`config.mk`:
```
export PLATFORM = sky130hd
export DESIGN_NAME = instruction_fetch
export DESIGN_NICKNAME = d
export VERILOG_FILES = /design/src/rtl/fetch_pkg.sv /design/src/rtl/instruction_fetch.sv
export SDC_FILE = /design/constraint.sdc
export NUM_CORES = 1
export LEC_CHECK = 0
export ABC_AREA = 1
export BUFFER_PORTS_ARGS = -buffer_cell sky130_fd_sc_hd__buf_2
export CORE_ASPECT_RATIO = 1.1
export CORE_UTILIZATION = 49
export DETAILED_ROUTE_END_ITERATION = 8
export PLACE_DENSITY = 0.76
export SLEW_MARGIN = 20
export SYNTH_ARGS = -nofsm -noshare
export SYNTH_HDL_FRONTEND = slang
export SYNTH_SLANG_ARGS = --single-unit
```
`constraint.sdc`:
```
create_clock -name CLK -period 8.45 [get_ports CLK]
set_clock_uncertainty 0.1 [all_clocks]
set_input_delay 1.2675 -clock CLK [delete_from_list [all_inputs] [get_ports CLK]]
set_output_delay 1.2675 -clock CLK [all_outputs]
set_load 0.01 [all_outputs]
```
`src/rtl/fetch_pkg.sv`:
```
// fetch_pkg
//   Shared widths and helpers for the instruction fetch path.
//   ADDR_WIDTH  : byte address width of the fetch PC
//   INSTR_WIDTH : width of one instruction word
//   INSTR_BYTES : PC increment between consecutive instructions
//   ALIGN_OK    : value the two low PC bits must hold for a legal target
package fetch_pkg;

    localparam int ADDR_WIDTH  = 64;
    localparam int INSTR_WIDTH = 32;
    localparam int INSTR_BYTES = 4;

    localparam logic [1:0] ALIGN_OK = 2'b00;

    // A fetch target is legal only when it lands on an instruction boundary.
    function automatic logic is_aligned(input logic [ADDR_WIDTH-1:0] addr);
        return addr[1:0] == ALIGN_OK;
    endfunction

endpackage

```
`src/rtl/instruction_fetch.sv`:
```
// instruction_fetch
//   Drives the instruction memory address from the fetch PC, waits RD_LATENCY
//   cycles for the combinational read to settle, captures the word into a
//   one-entry buffer and hands it to decode over a valid/ready handshake.
//   Branch redirects reload the PC; a misaligned redirect latches a sticky
//   fault that only Reset clears. Fetching stops once the PC reaches
//   MEM_BYTES.
//
// Ports
//   CLK         in   clock, rising edge
//   Reset       in   asynchronous, active-high reset
//   Address     out  [63:0] instruction memory address (the fetch PC)
//   Data        in   [31:0] instruction word read from memory
//   Instr       out  [31:0] buffered instruction
//   InstrPC     out  [63:0] byte address of Instr
//   InstrValid  out  Instr/InstrPC hold a word not yet taken by decode
//   InstrReady  in   decode accepts the buffered word
//   Redirect    in   one-cycle redirect request
//   RedirectPC  in   [63:0] redirect target
//   Fault       out  sticky misaligned-redirect flag
//   Done        out  program fully fetched and the buffer drained
//
// Handshake: a word moves to decode on a rising edge where InstrValid and
// InstrReady are both high. InstrValid, Instr and InstrPC stay stable until
// that edge (or until a redirect/fault flushes the buffer); InstrReady may be
// driven independently of InstrValid.
module instruction_fetch
    import fetch_pkg::*;
#(
    parameter logic [ADDR_WIDTH-1:0] RESET_PC   = 64'h0,
    parameter int                    RD_LATENCY = 2,      // must be >= 1
    parameter logic [ADDR_WIDTH-1:0] MEM_BYTES  = 64'h58
) (
    input  logic                   CLK,
    input  logic                   Reset,
    output logic [ADDR_WIDTH-1:0]  Address,
    input  logic [INSTR_WIDTH-1:0] Data,
    output logic [INSTR_WIDTH-1:0] Instr,
    output logic [ADDR_WIDTH-1:0]  InstrPC,
    output logic                   InstrValid,
    input  logic                   InstrReady,
    input  logic                   Redirect,
    input  logic [ADDR_WIDTH-1:0]  RedirectPC,
    output logic                   Fault,
    output logic                   Done
);

    localparam int              CW       = $clog2(RD_LATENCY + 1);
    localparam logic [CW-1:0]   LAT_LAST = CW'(RD_LATENCY - 1);

    logic [ADDR_WIDTH-1:0]  fetch_pc,  fetch_pc_n;
    logic [CW-1:0]          lat_cnt,   lat_cnt_n;
    logic [INSTR_WIDTH-1:0] instr_q,   instr_n;
    logic [ADDR_WIDTH-1:0]  instr_pc_q, instr_pc_n;
    logic                   valid_q,   valid_n;
    logic                   fault_q,   fault_n;

    logic fire;
    logic space;
    logic at_end;

    assign fire   = valid_q & InstrReady;
    assign space  = !valid_q | fire;
    assign at_end = fetch_pc >= MEM_BYTES;

    always_comb begin
        fetch_pc_n = fetch_pc;
        lat_cnt_n  = lat_cnt;
        instr_n    = instr_q;
        instr_pc_n = instr_pc_q;
        valid_n    = valid_q;
        fault_n    = fault_q;

        if (fault_q) begin
            // Frozen until Reset; only the buffer is flushed.
            valid_n = 1'b0;
        end else if (Redirect) begin
            // Either way the buffered word is dropped; a same-cycle transfer
            // has already been seen by the consumer.
            valid_n = 1'b0;
            if (!is_aligned(RedirectPC)) begin
                fault_n = 1'b1;
            end else begin
                fetch_pc_n = RedirectPC;
                lat_cnt_n  = '0;
            end
        end else begin
            if (fire) begin
                valid_n = 1'b0;
            end
            if (!at_end) begin
                if (lat_cnt == LAT_LAST && space) begin
                    instr_n    = Data;
                    instr_pc_n = fetch_pc;
                    valid_n    = 1'b1;
                    fetch_pc_n = fetch_pc + ADDR_WIDTH'(INSTR_BYTES);
                    lat_cnt_n  = '0;
                end else if (lat_cnt != LAT_LAST) begin
                    // Counter keeps running while the buffer is full so the
                    // next word is ready the moment space opens up.
                    lat_cnt_n = lat_cnt + CW'(1);
                end
                // Count complete but no space: hold PC so Address stays put.
            end
        end
    end

    always_ff @(posedge CLK or posedge Reset) begin
        if (Reset) begin
            fetch_pc   <= RESET_PC;
            lat_cnt    <= '0;
            instr_q    <= '0;
            instr_pc_q <= '0;
            valid_q    <= 1'b0;
            fault_q    <= 1'b0;
        end else begin
            fetch_pc   <= fetch_pc_n;
            lat_cnt    <= lat_cnt_n;
            instr_q    <= instr_n;
            instr_pc_q <= instr_pc_n;
            valid_q    <= valid_n;
            fault_q    <= fault_n;
        end
    end

    assign Address    = fetch_pc;
    assign Instr      = instr_q;
    assign InstrPC    = instr_pc_q;
    assign InstrValid = valid_q;
    assign Fault      = fault_q;
    assign Done       = at_end & !valid_q;

endmodule

```
# Yosys cells after proc, flatten, opt, wreduce, memory -nomap -nowiden
# Cells that the tools add are included.
# totals
reg_bits	164
elab_cells	44
# classes
n_addsub	2
magnitude_cmp	1
eq_ne	4
mux	17
bitwise_logic	6
reduce_logical	8
# ops
cell	n
$mux W64	4
$add A64 B3 Y64 const B	1
$ge A64 B7 Y1 const B	1
$reduce_and A4 Y1	3
$mux W2	5
$mux W1	8
$ne A2 B1 Y1 const B	2
$not A1 Y1	3
$reduce_bool A3 Y1	1
$add A2 B1 Y2 const B	1
$and A1 B1 Y1	2
$eq A2 B1 Y1 const B	1
$logic_not A2 Y1	1
$ne A2 B2 Y1 const B	1
$reduce_bool A2 Y1	1
$logic_and A1 B1 Y1	1
$logic_not A1 Y1	1
$or A1 B1 Y1	1

# Longest topological paths before layout
# Gate-level depths: netlist of run 1.
# logic_depth
word_depth	7
mapped_depth	14
depth_no_buf	13

# Worst setup path after synthesis of run 1
# OpenSTA, ideal clock, no wires.
# synth_timing
kind	reg-to-output
startpoint	reg fetch_pc[2], in the netlist Address[2]
endpoint	out Done
arrival_ns	1.247
slack_ns	5.835
path_stages_with_launch	9
path_buffers	0
path_cell_list	dfrtp_1 inv_1 ha_1 nand3_1 nand2_1 nand2_1 nand2_1 nor2_2 a21oi_1
# synth_between
elab_chain_cells	2
# synth_lines
item	line	source
start, declared	instruction_fetch.sv:51	logic [ADDR_WIDTH-1:0] fetch_pc, fetch_pc_n;
start signal, assigned	instruction_fetch.sv:117	fetch_pc <= fetch_pc_n;
$ge A64 B7 Y1	instruction_fetch.sv:64	assign at_end = fetch_pc >= MEM_BYTES;
$and A1 B1 Y1	instruction_fetch.sv:131	assign Done = at_end & !valid_q;
end, declared	instruction_fetch.sv:45	output logic Done
# Every way passes these cells.

# Worst setup path in the final report of run 1
# layout_timing
startpoint	in Redirect
endpoint	reg fetch_pc[58], in the netlist Address[58]
# layout_between
elab_chain_cells	2
# layout_lines
item	line	source
start, declared	instruction_fetch.sv:42	input logic Redirect,
$ne A2 B1 Y1 (no line) (tied with other cells)	-	
$reduce_and A4 Y1 (no line)	-	
# Parallel ways exist; a longest one is shown, timed or not.
# A chain may end at the register's enable or synchronous reset.

==> run metrics, run 1 <==
number of buffer cells added on primary ports=262; initial antenna violation count=0; number of design rule violations left after detail routing=0; synthesized netlist cell count=1308; average vias per placed instance=4.989; register bit total from synthesis=164; startpoint class of the critical path=primary input; total clock buffers created by CTS=17; Hold Slack=between 300 and 400 ps; crit path buf inv count=5; Distinct cells, synth=32; total die area=between 0.015 and 0.02 mm^2; setup repair bufs after CTS=0; class of the most critical hold timing path=flip-flop to flip-flop; Top Ports=about 260; total grt overflow=0; final setup violation count=0; quantity of gates resized following cts=0; overall routed net length=approximately 28000 um; Pins Over Slew Limit=0; post-route ant nets=0; Critical Path End Type=flip-flop; met3 Usage GRT=0.05882; cell mode on critical path=sky130_fd_sc_hd__nand2_1; Area after DPL=0.01040 mm^2; overall fraction of global-route tracks in use=0.2985; Fin. Hold Viols=0; top achievable clock speed=approximately 270 MHz; actual transition at the worst max-transition pin=about 900 ps; worst path cell trace=buf_2 -> buf_4 -> o21ai_0 -> nand2_1 -> inv_1 -> nand3_4 -> buf_4 -> inv_2 -> nand2_1 -> nand2_1; core region area=between 0.015 and 0.02 mm^2; area of the mapped netlist=approximately 0.0089 mm^2; first-pass GRT wire length=about 42000 um; commonest cells after routing, fill and taps aside=sky130_fd_sc_hd__nand2_1 (520), sky130_fd_sc_hd__buf_2 (262), sky130_fd_sc_hd__nor2_1 (210), sky130_fd_sc_hd__dfrtp_1 (164), sky130_fd_sc_hd__inv_1 (161); maximum net fanout on the critical path=80; Leakage Power=~6 nW; H-tree levels=4; final period utilization=0.4460; Hold-fix buffers, CTS=0; floorplan die width=~130 um; outcome=finished, final reports clean; clk_lat worst skew=approximately 440 ps; fin worst setup slack=roughly 4700 ps; area overhead of the layout relative to synthesis=23.63%; weighted congestion at the end of routability-driven global placement=0.9994; Worst Setup Slack post-DPL=about 4200 ps; RSZ-0062 raised after global routing=no; routed via count=between 9000 and 10000; share of the yosys chip area belonging to registers=0.4598; power density normalized to cell area=150.8 mW/mm^2; number of sinks driven by the clock tree=between 150 and 200; post-detailed-route wirelength per cell=15.27 um; GR Util met2=0.5093; clock tree from TritonCTS=done; Synthesized Nets=about 1400; Global Route met1 Usage=0.3747; cell types occupying the most area after synthesis=sky130_fd_sc_hd__dfrtp_1 (46%), sky130_fd_sc_hd__nand2_1 (22%), sky130_fd_sc_hd__nor2_1 (8.8%); Avg Cell Area, Syn=approximately 7 um^2; Crit path max-delay family=buffers and inverters; Max IR drop VDD=between 0.0001 and 0.00015 V; maximum number of pins on one net before global-route repair=~100; final instance area=0.01104 mm^2; Max clock buf depth=2; length of the first detailed-routing pass in iterations=5; Detailed Route Iter0 Violations=slightly above 600; final net count=roughly 1700; initial cell density of the core=0.5032; Antenna Cells=0; row cnt=between 50 and 60; vertical die dimension=~140 um; CTS clock-pin slew for the worst setup and hold paths=70 ps; ratio of cells with drive above 1 in the final layout=0.2014; Root Buffer Master=sky130_fd_sc_hd__clkbuf_16; Most Crowded Layer GR=met2; Placed Instances=about 1800; Setup Crit Path Kind=primary input to flip-flop; leading area contributor after synthesis=sky130_fd_sc_hd__dfrtp_1; worst-path cell with the longest stage delay=sky130_fd_sc_hd__buf_4; clock period minus final worst setup slack=around 3800 ps; post-route insts no fill=about 1800; commonest non-fill, non-tap cell in the layout=sky130_fd_sc_hd__nand2_1; number of global-route vias before repair=around 8200; Ys Warns=0; fraction of post-synthesis cell area in the top cell type by area=0.4598; Slew Limit Headroom=0.3991; reported max-cap violation count=0; critical path data arrival time=roughly 4000 ps; Worst path max stage delay=610 ps; setup TNS after final layout=0 ps; worst endpoint required time=between 8000 and 9000 ps; HPWL after detailed placement=21160 um
==> report_power, final <==
group          switching [mW]  internal, mW
logic                  0.0406        0.0254
clock network           0.382         0.431
registers                   0         0.784
==> routing by layer <==
layer	routed length [um]	up-vias
met5	0	-
met4	750	0
met3	1940	48
met2	13450	339
met1	11460	4140
li1	-	4489
==> cells by family after synthesis <==
kind of cell | share of synthesized area
adders and majority gates | 0.002803
and+or+nand+nor | 0.3633
muxes | 0.01234
buffers and inverters | 0.09013
xor gates and xnor gates | 0.01766
AOI/OAI and AO/OA | 0.05397
DFF | 0.4598
==> tightest hold or removal path: stages (launching register included) <==
cell and delay [ps]:
sky130_fd_sc_hd__dfrtp_1 340, sky130_fd_sc_hd__nand2_1 50, sky130_fd_sc_hd__o21ai_0 60
==> cell usage after synthesis <==
cell type,number
sky130_fd_sc_hd__inv_2,2
sky130_fd_sc_hd__nor3_1,4
sky130_fd_sc_hd__a22oi_1,1
sky130_fd_sc_hd__buf_4,7
sky130_fd_sc_hd__a32oi_1,2
sky130_fd_sc_hd__nand3b_1,1
sky130_fd_sc_hd__nand3_1,54
sky130_fd_sc_hd__inv_1,162
sky130_fd_sc_hd__dfrtp_1,164
sky130_fd_sc_hd__nand2_1,520
sky130_fd_sc_hd__nor2_2,6
sky130_fd_sc_hd__nor2_1,210
sky130_fd_sc_hd__a21boi_0,2
sky130_fd_sc_hd__nand3_4,1
sky130_fd_sc_hd__o21ai_1,12
sky130_fd_sc_hd__ha_1,2
sky130_fd_sc_hd__o21ai_0,69
sky130_fd_sc_hd__nand4_1,16
sky130_fd_sc_hd__a21oi_1,3
sky130_fd_sc_hd__o22ai_1,1
sky130_fd_sc_hd__buf_6,1
sky130_fd_sc_hd__clkbuf_1,22
sky130_fd_sc_hd__xor2_1,17
sky130_fd_sc_hd__xnor2_1,1
sky130_fd_sc_hd__nor3_2,2
sky130_fd_sc_hd__or2_2,1
sky130_fd_sc_hd__buf_1,2
sky130_fd_sc_hd__nor2_4,1
sky130_fd_sc_hd__mux2i_1,11
sky130_fd_sc_hd__nand2_2,2
sky130_fd_sc_hd__buf_2,7
sky130_fd_sc_hd__o21bai_1,2
==> worst paths after layout <==
| kind | cells past startpoint | end | start | slack (ps) |
|---|---|---|---|---|
| max in group asynchronous | 3 | Address[21]$_DFFE_PP0P_ | Reset | 5970 |
| min | 2 | Instr[25]$_DFFE_PP0P_ | Instr[25]$_DFFE_PP0P_ | 390 |
| max | 10 | Address[58]$_DFFE_PP0P_ | Redirect | 4680 |
| min in group asynchronous | 2 | InstrPC[22]$_DFFE_PP0P_ | Reset | 940 |
| min reg2reg | 2 | Instr[25]$_DFFE_PP0P_ | Instr[25]$_DFFE_PP0P_ | 390 |
| max reg2reg | 14 | Address[58]$_DFFE_PP0P_ | Address[2]$_DFFE_PP0P_ | 5270 |
==> sequential cells by signal, indices dropped and copies added (netlist names) <==
name        count
lat_cnt         2
Address        64
InstrPC        64
Instr          32
Fault           1
InstrValid      1
==> through the flow <==
stage	power [mW]	utilization
2_1_floorplan	0.8338	-
3_3_place_gp	0.8659	0.5864
3_5_place_dp	0.8668	0.5864
4_1_cts	1.676	0.6221
5_1_grt	1.714	0.6221
6_report	1.664	0.6221
==> layout make-up <==
cell class | instances | area, um^2
Multi-Input combinational cell | 941 | 4024
Inverter | 164 | 620.6
Timing Repair Buffer | 268 | 1356
Fill cell | 1730 | 6704
Sequential cell | 164 | 4104
Tap cell | 238 | 297.8
Clock inverter | 15 | 207.7
Clock buffer | 17 | 425.4
(Power assumes the default switching activity.)
==> inputs of run 2 (changes only) <==
==> constraint.sdc (replaced) <==
create_clock -name CLK -period 3.7 [get_ports CLK]
set_clock_uncertainty 0.1 [all_clocks]
set_input_delay 0.555 -clock CLK [delete_from_list [all_inputs] [get_ports CLK]]
set_output_delay 0.555 -clock CLK [all_outputs]
set_load 0.01 [all_outputs]
==> run 2 against run 1 <==
Effect of this change: cell area is 0.19% lower; global-route usage is 1.2 points higher; sequential power is 130% higher; wire length is 2.6% higher; final cell count is 0.11% higher; critical path depth is 3 higher; critical path type is now flip-flop to flip-flop; setup slack worse by 3700 ps; non-clock buffer count is 2 higher; core utilization is 0.12 points lower; highest routed layer is now met5; first-iteration DRC count is 2.1% higher; hold slack worse by 350 ps; via count is 0.43% lower.
==> run metrics, run 2 (synthesis results as in run 1) <==
startpoint class of the critical path=flip-flop; average vias per placed instance=a little under 5; Leakage Power=between 5 and 6 nW; Setup Crit Path Kind=flip-flop to flip-flop; HPWL after detailed placement=~22000 um; Antenna Cells=0; core region area=approximately 0.018 mm^2; clock period minus final worst setup slack=2715 ps; maximum number of pins on one net before global-route repair=102; Hold Slack=around 38 ps; total die area=about 0.019 mm^2; H-tree levels=4; Max IR drop VDD=between 0.0002 and 0.0003 V; routed via count=between 8000 and 9000; fill cell instance count of the final layout=1674; vertical die dimension=between 100 and 150 um; first-pass GRT wire length=roughly 44000 um; final setup violation count=0; number of sinks driven by the clock tree=about 160; power density normalized to cell area=between 300 and 400 mW/mm^2; commonest cells after routing, fill and taps aside=sky130_fd_sc_hd__nand2_1 (520), sky130_fd_sc_hd__buf_2 (262), sky130_fd_sc_hd__nor2_1 (210), sky130_fd_sc_hd__dfrtp_1 (164), sky130_fd_sc_hd__inv_1 (161); top achievable clock speed=368.3 MHz; overall routed net length=28310 um; critical path data arrival time=2980 ps; floorplan die width=about 130 um; actual transition at the worst max-transition pin=808.4 ps; Hold-fix buffers, CTS=0; setup repair bufs after CTS=0; setup TNS after final layout=0 ps; class of the most critical hold timing path=primary input to asynchronous set/reset pin; final period utilization=0.7338; quantity of gates resized following cts=0; total grt overflow=0; length of the first detailed-routing pass in iterations=6; commonest non-fill, non-tap cell in the layout=sky130_fd_sc_hd__nand2_1; outcome=finished, final reports clean; clk_lat worst skew=about 430 ps; Critical Path End Type=flip-flop; RSZ-0062 raised after global routing=no; clock tree from TritonCTS=done; post-detailed-route wirelength per cell=around 16 um; Top Ports=263; initial antenna violation count=1; Fin. Hold Viols=0; number of design rule violations left after detail routing=0; Root Buffer Master=sky130_fd_sc_hd__clkbuf_16; initial cell density of the core=0.5032; reported max-cap violation count=0; weighted congestion at the end of routability-driven global placement=1.004; ratio of cells with drive above 1 in the final layout=0.2024; Detailed Route Iter0 Violations=630; final net count=1660; worst endpoint required time=3970 ps; row cnt=51; overall fraction of global-route tracks in use=0.3108; number of global-route vias before repair=slightly above 8000; Slew Limit Headroom=0.4603; number of buffer cells added on primary ports=between 200 and 300; sum of internal, switching and leakage power=~3.7 mW; Pins Over Slew Limit=0; CTS clock-pin slew for the worst setup and hold paths=around 70 ps; total clock buffers created by CTS=17; area overhead of the layout relative to synthesis=23.39%; maximum net fanout on the critical path=45; post-route ant nets=0; Max clock buf depth=2
run 2: changes by cell type in the layout (fill, tap and decap cells not counted):
cell,previous run,this run
sky130_fd_sc_hd__bufinv_16,1,0
sky130_fd_sc_hd__clkinv_2,0,1
sky130_fd_sc_hd__buf_12,0,1
sky130_fd_sc_hd__clkinv_8,6,3
sky130_fd_sc_hd__inv_6,3,2
sky130_fd_sc_hd__buf_4,6,7
sky130_fd_sc_hd__clkinvlp_4,0,3
sky130_fd_sc_hd__inv_8,4,5
run 2: critical path, cell delays in order, from the launching register on:
cell	delay, ps
sky130_fd_sc_hd__dfrtp_1	500
sky130_fd_sc_hd__inv_1	180
sky130_fd_sc_hd__ha_1	230
sky130_fd_sc_hd__nand3_1	70
sky130_fd_sc_hd__nand2_1	60
sky130_fd_sc_hd__nand2_1	60
sky130_fd_sc_hd__nand2_1	100
sky130_fd_sc_hd__nor2_2	150
sky130_fd_sc_hd__nand2_1	150
sky130_fd_sc_hd__nand2_2	140
sky130_fd_sc_hd__nand3_4	80
sky130_fd_sc_hd__inv_2	600
sky130_fd_sc_hd__nand2_1	130
sky130_fd_sc_hd__nand2_1	100
run 2: layer usage:
layer	GRT usage	vias to the layer above	wire [um]
met2	0.5146	367	13420
li1	-	4490	-
met3	0.07111	59	2319
met5	0	-	9
met4	0.1325	2	990
met1	0.3875	4059	11570
run 2: layout make-up:
type	instances	area, um^2	share of cell area
Sequential cell	164	4104	0.3726
Tap cell	238	297.8	0.02704
Multi-Input combinational cell	941	4024	0.3653
Inverter	164	619.3	0.05623
Clock inverter	15	160.2	0.01454
Clock buffer	17	425.4	0.03862
Timing Repair Buffer	270	1384	0.1256
run 2: final timing paths:
path / slack [ps] / start / cells past startpoint / endpoint
max: 980 / Address[2]$_DFFE_PP0P_ / 13 / Address[41]$_DFFE_PP0P_
min: 40 / Reset / 2 / InstrPC[16]$_DFFE_PP0P_
max reg2reg: 980 / Address[2]$_DFFE_PP0P_ / 13 / Address[41]$_DFFE_PP0P_
min reg2reg: 380 / Instr[0]$_DFFE_PP0P_ / 2 / Instr[0]$_DFFE_PP0P_
max in group asynchronous: 2590 / Reset / 3 / Instr[10]$_DFFE_PP0P_
min in group CLK: 260 / Data[17] / 3 / Instr[17]$_DFFE_PP0P_
run 2: metrics by stage:
step / instance area (um^2) / std cells / setup WS (ps) / utilization
detailed placement: 10430 / 1777 / 925.2 / 0.5879
global route: 11010 / 1809 / 734.1 / 0.6209
finish: 11010 / 1809 / 984.9 / 0.6209
global placement: 10430 / 1777 / 992.5 / 0.5879
floorplan: 8930 / 1308 / 960.2 / -
CTS: 11010 / 1809 / 988.9 / 0.6209
run 2: where the power goes:
part           switching, mW  internal, mW  leakage (nW)
clock network          0.859         0.903         0.282
logic                 0.0943        0.0605          3.72
registers                  0          1.79          1.98
